`config.mk`:
```
export PLATFORM = sky130hd
export DESIGN_NAME = lsu_mem_ctrl
export DESIGN_NICKNAME = d
export VERILOG_FILES = /design/src/rtl/lsu_mem_ctrl_pkg.sv /design/src/rtl/lsu_mem_ctrl_align.sv /design/src/rtl/lsu_mem_ctrl.sv
export SDC_FILE = /design/constraint.sdc
export NUM_CORES = 1
export LEC_CHECK = 0
export CAP_MARGIN = 20
export CORE_MARGIN = 2
export CORE_UTILIZATION = 40
export DETAILED_ROUTE_END_ITERATION = 8
export PLACE_DENSITY = 0.79
export SLEW_MARGIN = 20
export SYNTH_ARGS = -nofsm -noshare
export SYNTH_HDL_FRONTEND = slang
export SYNTH_SLANG_ARGS = --single-unit
```
`constraint.sdc`:
```
create_clock -name clk -period 3.3 [get_ports clk]
set_clock_uncertainty 0.2 [all_clocks]
set_input_delay 0.66 -clock clk [delete_from_list [all_inputs] [get_ports clk]]
set_output_delay 0.66 -clock clk [all_outputs]
set_load 0.005 [all_outputs]
```
`src/rtl/lsu_mem_ctrl_pkg.sv`:
```
// Shared definitions for the load/store memory controller:
// funct3 codes, FSM states and the request legality check.
package lsu_mem_ctrl_pkg;

    localparam logic [2:0] F3_B  = 3'b000;
    localparam logic [2:0] F3_H  = 3'b001;
    localparam logic [2:0] F3_W  = 3'b010;
    localparam logic [2:0] F3_BU = 3'b100;
    localparam logic [2:0] F3_HU = 3'b101;

    typedef enum logic [2:0] {
        S_IDLE,
        S_RD,
        S_CAP,
        S_WR,
        S_RESP,
        S_ERR
    } state_t;

    // Illegal funct3, misalignment or out-of-range address.
    function automatic logic req_bad(
        input logic        we,
        input logic [2:0]  f3,
        input logic [31:0] addr,
        input logic [31:0] limit
    );
        logic bad;
        bad = 1'b0;
        if (addr >= limit) bad = 1'b1;
        if (!we && (f3 == 3'b011 || f3 == 3'b110 || f3 == 3'b111))
            bad = 1'b1;
        if (we && f3 > F3_W) bad = 1'b1;
        if ((f3 == F3_H || f3 == F3_HU) && addr[0]) bad = 1'b1;
        if (f3 == F3_W && addr[1:0] != 2'b00) bad = 1'b1;
        return bad;
    endfunction

endpackage

```
`src/rtl/lsu_mem_ctrl_align.sv`:
```
// Byte/halfword lane handling: load extraction with sign/zero
// extension and sub-word merge for read-modify-write stores.
module lsu_mem_ctrl_align
    import lsu_mem_ctrl_pkg::*;
(
    input  logic [31:0] word_i,
    input  logic [31:0] wdata_i,
    input  logic [1:0]  lane_i,
    input  logic [2:0]  funct3_i,
    output logic [31:0] rdata_o,
    output logic [31:0] wword_o
);

    function automatic logic [31:0] extract(
        input logic [31:0] word,
        input logic [1:0]  lane,
        input logic [2:0]  f3
    );
        logic [7:0]  b;
        logic [15:0] h;
        logic [31:0] r;
        b = word[{lane, 3'b000} +: 8];
        h = lane[1] ? word[31:16] : word[15:0];
        case (f3)
            F3_B:    r = {{24{b[7]}}, b};
            F3_BU:   r = {24'd0, b};
            F3_H:    r = {{16{h[15]}}, h};
            F3_HU:   r = {16'd0, h};
            default: r = word;
        endcase
        return r;
    endfunction

    function automatic logic [31:0] merge(
        input logic [31:0] word,
        input logic [31:0] wdata,
        input logic [1:0]  lane,
        input logic [2:0]  f3
    );
        logic [31:0] r;
        r = word;
        case (f3)
            F3_B: r[{lane, 3'b000} +: 8] = wdata[7:0];
            F3_H: begin
                if (lane[1]) r[31:16] = wdata[15:0];
                else         r[15:0]  = wdata[15:0];
            end
            default: r = wdata;
        endcase
        return r;
    endfunction

    // Both lane views of the captured word, chosen by the FSM.
    always_comb begin
        rdata_o = extract(word_i, lane_i, funct3_i);
        wword_o = merge(word_i, wdata_i, lane_i, funct3_i);
    end

endmodule

```
`src/rtl/lsu_mem_ctrl.sv`:
```
// Load/store controller: request latch, captured word and the
// FSM sequencing word reads/writes to a single-port memory.
module lsu_mem_ctrl
    import lsu_mem_ctrl_pkg::*;
#(
    parameter int MEM_WORDS = 64,
    parameter int IDX_W     = 6
) (
    input  logic             clk,
    input  logic             reset,
    input  logic             req_valid,
    output logic             req_ready,
    input  logic             req_we,
    input  logic [2:0]       req_funct3,
    input  logic [31:0]      req_addr,
    input  logic [31:0]      req_wdata,
    output logic             rsp_valid,
    output logic             rsp_err,
    output logic [31:0]      rsp_rdata,
    output logic             busy,
    output logic             mem_en,
    output logic             mem_we,
    output logic [IDX_W-1:0] mem_idx,
    output logic [31:0]      mem_wdata,
    input  logic [31:0]      mem_rdata
);

    localparam logic [31:0] LIMIT = 32'(4 * MEM_WORDS);

    state_t            state_q, state_d;
    logic              we_q;
    logic [2:0]        f3_q;
    logic [IDX_W+1:0]  addr_q;
    logic [31:0]       wdata_q;
    logic [31:0]       word_q;
    logic [31:0]       ext_rdata;
    logic [31:0]       mrg_word;
    logic              accept;
    logic              en_c;
    logic              we_c;

    assign req_ready = (state_q == S_IDLE) && !reset;
    assign accept    = req_valid && req_ready;
    assign busy      = (state_q != S_IDLE);
    assign mem_en    = en_c && !reset;
    assign mem_we    = we_c && !reset;

    lsu_mem_ctrl_align u_align (
        .word_i   (word_q),
        .wdata_i  (wdata_q),
        .lane_i   (addr_q[1:0]),
        .funct3_i (f3_q),
        .rdata_o  (ext_rdata),
        .wword_o  (mrg_word)
    );

    // State register; reset aborts any operation in flight.
    always_ff @(posedge clk) begin
        if (reset) state_q <= S_IDLE;
        else       state_q <= state_d;
    end

    // Latch the request on accept and capture the read word.
    always_ff @(posedge clk) begin
        if (reset) begin
            we_q    <= 1'b0;
            f3_q    <= 3'd0;
            addr_q  <= '0;
            wdata_q <= 32'd0;
            word_q  <= 32'd0;
        end else begin
            if (accept) begin
                we_q    <= req_we;
                f3_q    <= req_funct3;
                addr_q  <= req_addr[IDX_W+1:0];
                wdata_q <= req_wdata;
            end
            if (state_q == S_CAP) word_q <= mem_rdata;
        end
    end

    // Next state, memory strobes and response outputs.
    always_comb begin
        state_d   = state_q;
        en_c      = 1'b0;
        we_c      = 1'b0;
        mem_idx   = '0;
        mem_wdata = 32'd0;
        rsp_valid = 1'b0;
        rsp_err   = 1'b0;
        rsp_rdata = 32'd0;
        unique case (state_q)
            S_IDLE: begin
                if (accept) begin
                    if (req_bad(req_we, req_funct3, req_addr, LIMIT))
                        state_d = S_ERR;
                    else if (req_we && req_funct3 == F3_W)
                        state_d = S_WR;
                    else
                        state_d = S_RD;
                end
            end
            S_RD: begin
                en_c    = 1'b1;
                mem_idx = addr_q[IDX_W+1:2];
                state_d = S_CAP;
            end
            S_CAP: begin
                state_d = we_q ? S_WR : S_RESP;
            end
            S_WR: begin
                en_c      = 1'b1;
                we_c      = 1'b1;
                mem_idx   = addr_q[IDX_W+1:2];
                mem_wdata = (f3_q == F3_W) ? wdata_q : mrg_word;
                state_d   = S_RESP;
            end
            S_RESP: begin
                rsp_valid = 1'b1;
                rsp_rdata = we_q ? 32'd0 : ext_rdata;
                state_d   = S_IDLE;
            end
            S_ERR: begin
                rsp_valid = 1'b1;
                rsp_err   = 1'b1;
                state_d   = S_IDLE;
            end
            default: state_d = S_IDLE;
        endcase
    end

endmodule
```
==> metrics.cfg, run 1 <==
[die]
die_w_um = 113
initial_core_util = 0.411
row_count = 39
die_h_um = 113
fp.dieArea_um2 = 12700
pin_count = 179
core_um2 = 11500

[pwr]
p_comb_frac = 0.261
p_clk_frac = 0.373
seqPwrFrac = 0.366
peakVddDrop_uv = 345
switching_share = 0.298
total_power_mw = 3.09
leakage_nw = 2.82
cellInternalPower_mw = 2.17
p_sw_uw = 920
powerDensity_nw_per_um2 = 422

[logic_synthesis]
yosysWarnings = 0
synthCells = 609
syn-num-nets = 717
ys.flop_type = dfxtp_1
syn_avg_cell_area_um2 = 7.75
synth_cell_types = 52
syn_area_um2 = 4720
yosys.area.top_type_share = 0.335
yosysSeqAreaShare = 0.335
synth-seq-cells = 79
synth_edf_count = 0
synth_area_leaders = dfxtp_1 (34%), nand2_1 (9.8%), o21ai_0 (6.3%)
synthArstFlopShare = 0
yosysTopAreaCell = dfxtp_1

[placed_design]
routabilityCongestion = 0.935
numPortBuffers = 178
dp_hpwl_um = 13000
pre_cts_ws_ns = 0.0403
place_area_um2 = 6710

[worst_hold_path]
hold_class = reg2reg

[critical_path]
reg2reg_slack_ns = 1.33
crit_fanout = 8
slowest_delay_ns = 0.51
path_cells = buf_6 > or4b_4 > nor3_4 > buf_12 > a222oi_1 > nor2_1 > clkdlybuf4s50_1
path_buf_inv = 3
crit_family = simple AND/OR/NAND/NOR gates
startpoint_type = flop
cp.arrival_ns = 2.39
critical_path_class = reg2out
cp-end-kind = output port
crit_slowest_cell = clkdlybuf4s50_1
required_ns = 2.44

[global_routing]
antenna_found_initial = 0
grt_pass1_wl_um = 27300
grt.overflow.total = 0
grt_usage = 0.272
grt_max_degree = 90
grt_pass1_vias = 5294

[timing]
fmax_mhz = 308
setup_tns_ns = 0
worstMarginPinSlew_ns = 0.701
final.min_clock_period_ns = 3.25
slew_headroom = 0.532
rsz0062_at_grt = yes
setup_viol = 0
period_share = 0.985
hold_viol = 0
finalWorstSetupSlack_ns = 0.0488
timing.final.max_slew_violations = 0

[cells_and_area]
fillers = 988
nets = 903
drive_above_1_share = 0.150
final_util = 0.639
finalInstanceArea_um2 = 7330
diodes = 0
areaGrowthSynthToFinish_pct = 55.4

[clocking]
cts.clk_slew.worst_paths_ns = 0.06
clock-sinks = 79
cts_max_level = 3
insertion_delay_ns = 0.34
holdBufCountCts = 0
cts_tree = built
cts_root_buf = clkbuf_16
cts_made_buffers = 9
clock_tree.buffer_depth = 2

[run]
cap_violations = 0

[route]
vias_per_cell = 5.67
drt_iter0_markers = 497
routed_wl_um = 17600
num_vias = 5349
drtPass1Iterations = 5
drc = 0
ant_nets = 0
wire_per_inst_um = 18.7

[status]
status = finished, final reports clean

power groups by stage:
stage               registers, mW  logic, mW  clock network (mW)
finish                       1.13      0.807                1.15
global route                 1.14      0.874                1.20
detailed placement           1.14      0.711                   0
floorplan                    1.10      0.412                   0
global placement             1.14      0.700                   0
CTS                          1.13      0.737                1.16
metrics by stage:
step / hold slack (ns) / std cells
2_1_floorplan: 0.245 / 609
4_1_cts: 0.275 / 938
6_report: 0.274 / 943
3_3_place_gp: 0.255 / 914
5_1_grt: 0.299 / 943
3_5_place_dp: 0.264 / 914
state kept, by name, summed over array words and instances (netlist names):
register  cells
f3_q          3
we_q          1
word_q       32
state_q       3
addr_q        8
wdata_q      32
kinds of logic (layout without fill, tap and decap cells):
logic type / after synthesis / in the layout / share of synthesized area
AND/OR/NAND/NOR: 256 / 256 / 0.269
flip-flops: 79 / 79 / 0.335
buffers and inverters: 55 / 246 / 0.0523
adder cells (fa/ha/maj): 5 / 5 / 0.0133
AO/OA/AOI/OAI: 198 / 198 / 0.271
multiplexers: 16 / 16 / 0.0597
what timing repair did:
item | 4_1_cts | 5_1_grt
gates cloned | 0 | 0
setup buffers | 8 | 5
pin swaps | 16 | 11
setup endpoints to repair | 63 | 53
gates resized for setup | 42 | 42
final cells by class:
cell class,instances,area [µm²],share of cell area
multi-input combinational,475,3050,0.416
timing repair buffer,223,2150,0.293
sequential,79,1590,0.216
clock buffer,9,225,0.0307
tap,143,179,0.0244
clock inverter,7,120,0.0164
inverter,7,26.3,0.00358
tightest hold or removal path: stages (launching register included):
cell and delay (ns):
dfxtp_1 0.31, nand2b_1 0.06, o21ai_0 0.06
path summary, 6_finish.rpt:
| kind | startpoint | to | cells past startpoint |
|---|---|---|---|
| setup reg to reg | state_q[2] | wdata_q[27] | 6 |
| hold / removal | wdata_q[20] | wdata_q[20] | 2 |
| hold reg to reg | wdata_q[20] | wdata_q[20] | 2 |
| setup / recovery | addr_q[0] | mem_wdata[8] | 7 |
cells in the mapped netlist (2+ instances only):
library cell	number
nand2_1	123
dfxtp_1	79
o21ai_0	59
a21oi_1	51
nand2b_1	44
nor2_1	40
clkbuf_1	29
a21o_1	17
a221oi_1	17
buf_2	14
and2_1	10
a22oi_1	9
a222oi_1	8
o21a_1	8
nor3_1	7
a2111oi_0	6
inv_1	6
o22ai_1	6
ha_1	5
mux2_2	5
nor2b_1	5
nor3b_1	5
nor4_1	5
a211oi_1	4
buf_4	4
mux4_1	4
mux4_2	4
o31ai_1	4
mux2i_1	3
a211oi_2	2
nand4_1	2
nor3_4	2
o21ai_1	2
or4_1	2
metal layers:
metal	vias up	track usage	part of all wire
met1	2474	0.345	0.41
met2	283	0.441	0.47
li1	2552	-	-
met4	0	0.0943	0.025
met5	-	0	0
met3	40	0.0815	0.099
cells in the final DEF (no fill, tap or decap), types with 3 or more instances in the layout:
cell type and instances:
a2111oi_2 3, a211oi_1 4, a21o_1 17, a21oi_1 45, a21oi_2 6, a221oi_1 17
a222oi_1 8, a22oi_1 9, and2_1 10, buf_12 3, buf_4 38, buf_6 3
bufinv_16 3, clkbuf_16 9, clkbuf_2 5, clkdlybuf4s50_1 151, dfxtp_1 75, dfxtp_2 4
dlygate4sd2_1 13, dlymetal6s2s_1 7, ha_1 3, inv_1 4, inv_2 3, mux2_2 5
mux2i_1 3, mux4_1 4, mux4_2 4, nand2_1 121, nand2b_1 43, nor2_1 38
nor2b_1 3, nor3_1 7, nor3_4 3, nor3b_1 4, nor4_1 5, o21a_1 8
o21ai_0 59, o22ai_1 6, o31ai_1 4
Note: power is estimated with default switching activity, not from simulation.
==> run 2: changes to the inputs <==
--- a/config.mk
+++ b/config.mk
@@ -10,7 +10,8 @@
 export CORE_UTILIZATION = 40
 export DETAILED_ROUTE_END_ITERATION = 8
 export PLACE_DENSITY = 0.79
-export SLEW_MARGIN = 20
+export SKIP_LAST_GASP = 1
+export SLEW_MARGIN = 25
 export SYNTH_ARGS = -nofsm -noshare
 export SYNTH_HDL_FRONTEND = slang
 export SYNTH_SLANG_ARGS = --single-unit
==> run 2 against run 1 <==
Net effect: non-clock buffer count unchanged; count of clock-buffer cells in the layout unchanged; sequential share of layout area about the same; core utilization about the same; setup slack worse by 0.031 ns; cell count unchanged; register-to-register slack about the same; sequential cell count unchanged; fmax down 0.95%; final area about the same; critical endpoint is now mem_wdata[13].
==> metrics.cfg, run 2 (same netlist as run 1, synthesis figures left out) <==
[pwr]
p_comb_frac = 0.260
cellInternalPower_mw = 2.17
p_sw_uw = 923
powerDensity_nw_per_um2 = 422
p_clk_frac = 0.374
peakVddDrop_uv = 346
leakage_nw = 2.82
switching_share = 0.298
total_power_mw = 3.09
seqPwrFrac = 0.366

[route]
routed_wl_um = 17600
ant_nets = 0
drt_iter0_markers = 470
drtPass1Iterations = 6
num_vias = 5343
drc = 0
wire_per_inst_um = 18.6
vias_per_cell = 5.67

[critical_path]
cp.arrival_ns = 2.42
crit_fanout = 8
cp-end-kind = output port
startpoint_type = flop
required_ns = 2.44
crit_slowest_cell = clkdlybuf4s50_1
path_cells = buf_6 > or4b_4 > nor3_4 > buf_12 > a222oi_1 > nor2_1 > clkdlybuf4s50_1
slowest_delay_ns = 0.51
critical_path_class = reg2out

[cells_and_area]
areaGrowthSynthToFinish_pct = 55.3
drive_above_1_share = 0.149
final_cell_mix = clkdlybuf4s50_1 (152), nand2_1 (121), dfxtp_1 (75), o21ai_0 (59), a21oi_1 (46)
final_util = 0.639
largest_registers = wdata_q (32), word_q (32), addr_q (8)
multi_input_area_um2 = 3040
fillers = 985
seqCellArea_um2 = 1590
layout_commonest_cell = clkdlybuf4s50_1
diodes = 0
nets = 903

[worst_hold_path]
hold_class = reg2reg

[timing]
fmax_mhz = 305
finalWorstSetupSlack_ns = 0.0175
setup_viol = 0
final.min_clock_period_ns = 3.28
hold_viol = 0
period_share = 0.995
timing.final.max_slew_violations = 0
worstMarginPinSlew_ns = 0.707
rsz0062_at_grt = yes
slew_headroom = 0.528

[clocking]
insertion_delay_ns = 0.34
cts_root_buf = clkbuf_16
holdBufCountCts = 0
cts_made_buffers = 9
clock-sinks = 79
cts_tree = built
cts.clk_slew.worst_paths_ns = 0.06
cts_max_level = 3
clock_tree.buffer_depth = 2

[die]
initial_core_util = 0.411
die_h_um = 113
core_um2 = 11500
pin_count = 179
row_count = 39
fp.dieArea_um2 = 12700
die_w_um = 113

[placed_design]
routabilityCongestion = 0.935
numPortBuffers = 178
pre_cts_ws_ns = 0.0403
dp_hpwl_um = 13000

[run]
cap_violations = 0

[status]
status = finished, final reports clean

[global_routing]
grt.overflow.total = 0
grt_pass1_wl_um = 27400
grt_pass1_vias = 5292
antenna_found_initial = 0
grt_usage = 0.273
grt_max_degree = 90

[run 2: cell types whose count changed in the layout (fill, tap and decap cells not counted)]
cell,change
a21oi_2,-1
a21oi_1,+1
clkdlybuf4s50_1,+1
clkdlybuf4s15_1,-1
[run 2: worst paths after layout]
kind          startpoint       endpoint  slack [ns]  cells past startpoint
max            addr_q[0]  mem_wdata[13]        0.02                      7
min          wdata_q[20]    wdata_q[20]        0.27                      2
max reg2reg   state_q[2]    wdata_q[27]        1.34                      6
min reg2reg  wdata_q[20]    wdata_q[20]        0.27                      2
[run 2: layout make-up]
type / instances / area share
Timing Repair Buffer: 223 / 0.293
Clock inverter: 7 / 0.0164
Multi-Input combinational cell: 475 / 0.415
Sequential cell: 79 / 0.217
Tap cell: 143 / 0.0244
Clock buffer: 9 / 0.0307
Inverter: 7 / 0.00359
[run 2: critical path: cells and delay by family, from the launching register on]
family / cells / cell delay (ns)
compound gates: 1 / 0.10
simple gates: 3 / 0.85
flops: 1 / 0.35
buf+inv: 3 / 0.77
[run 2: through the flow]
stage               instance area [µm²]  setup TNS (ns)  hold WS (ns)  instances
floorplan                          4720               0         0.245        609
global placement                   6710               0         0.255        914
detailed placement                 6710               0         0.264        914
CTS                                7180          -0.172         0.275        938
global route                       7330          -0.208         0.299        943
finish                             7330               0         0.273        943
[run 2: power groups by stage]
stage                     Sequential (mW)  Clock, mW  Combinational, mW
final                                1.13       1.16              0.805
after global routing                 1.14       1.21              0.873
after CTS                            1.13       1.16              0.737
after detailed placement             1.14          0              0.711
after global placement               1.14          0              0.700
after floorplan                      1.10          0              0.412
[run 2: routing by layer]
layer  wire, µm  vias up  track usage
li1           -     2548            -
met1       7130     2467        0.345
met2       8180      286        0.440
met3       1840       42       0.0907
met4        430        0       0.0870
met5          0        -            0
[run 2: repair_timing]
action,in CTS,in global routing
resized for setup,40,41
buffers inserted,8,5
setup endpoints to repair,63,53
cloned,0,0
pin swaps,16,14
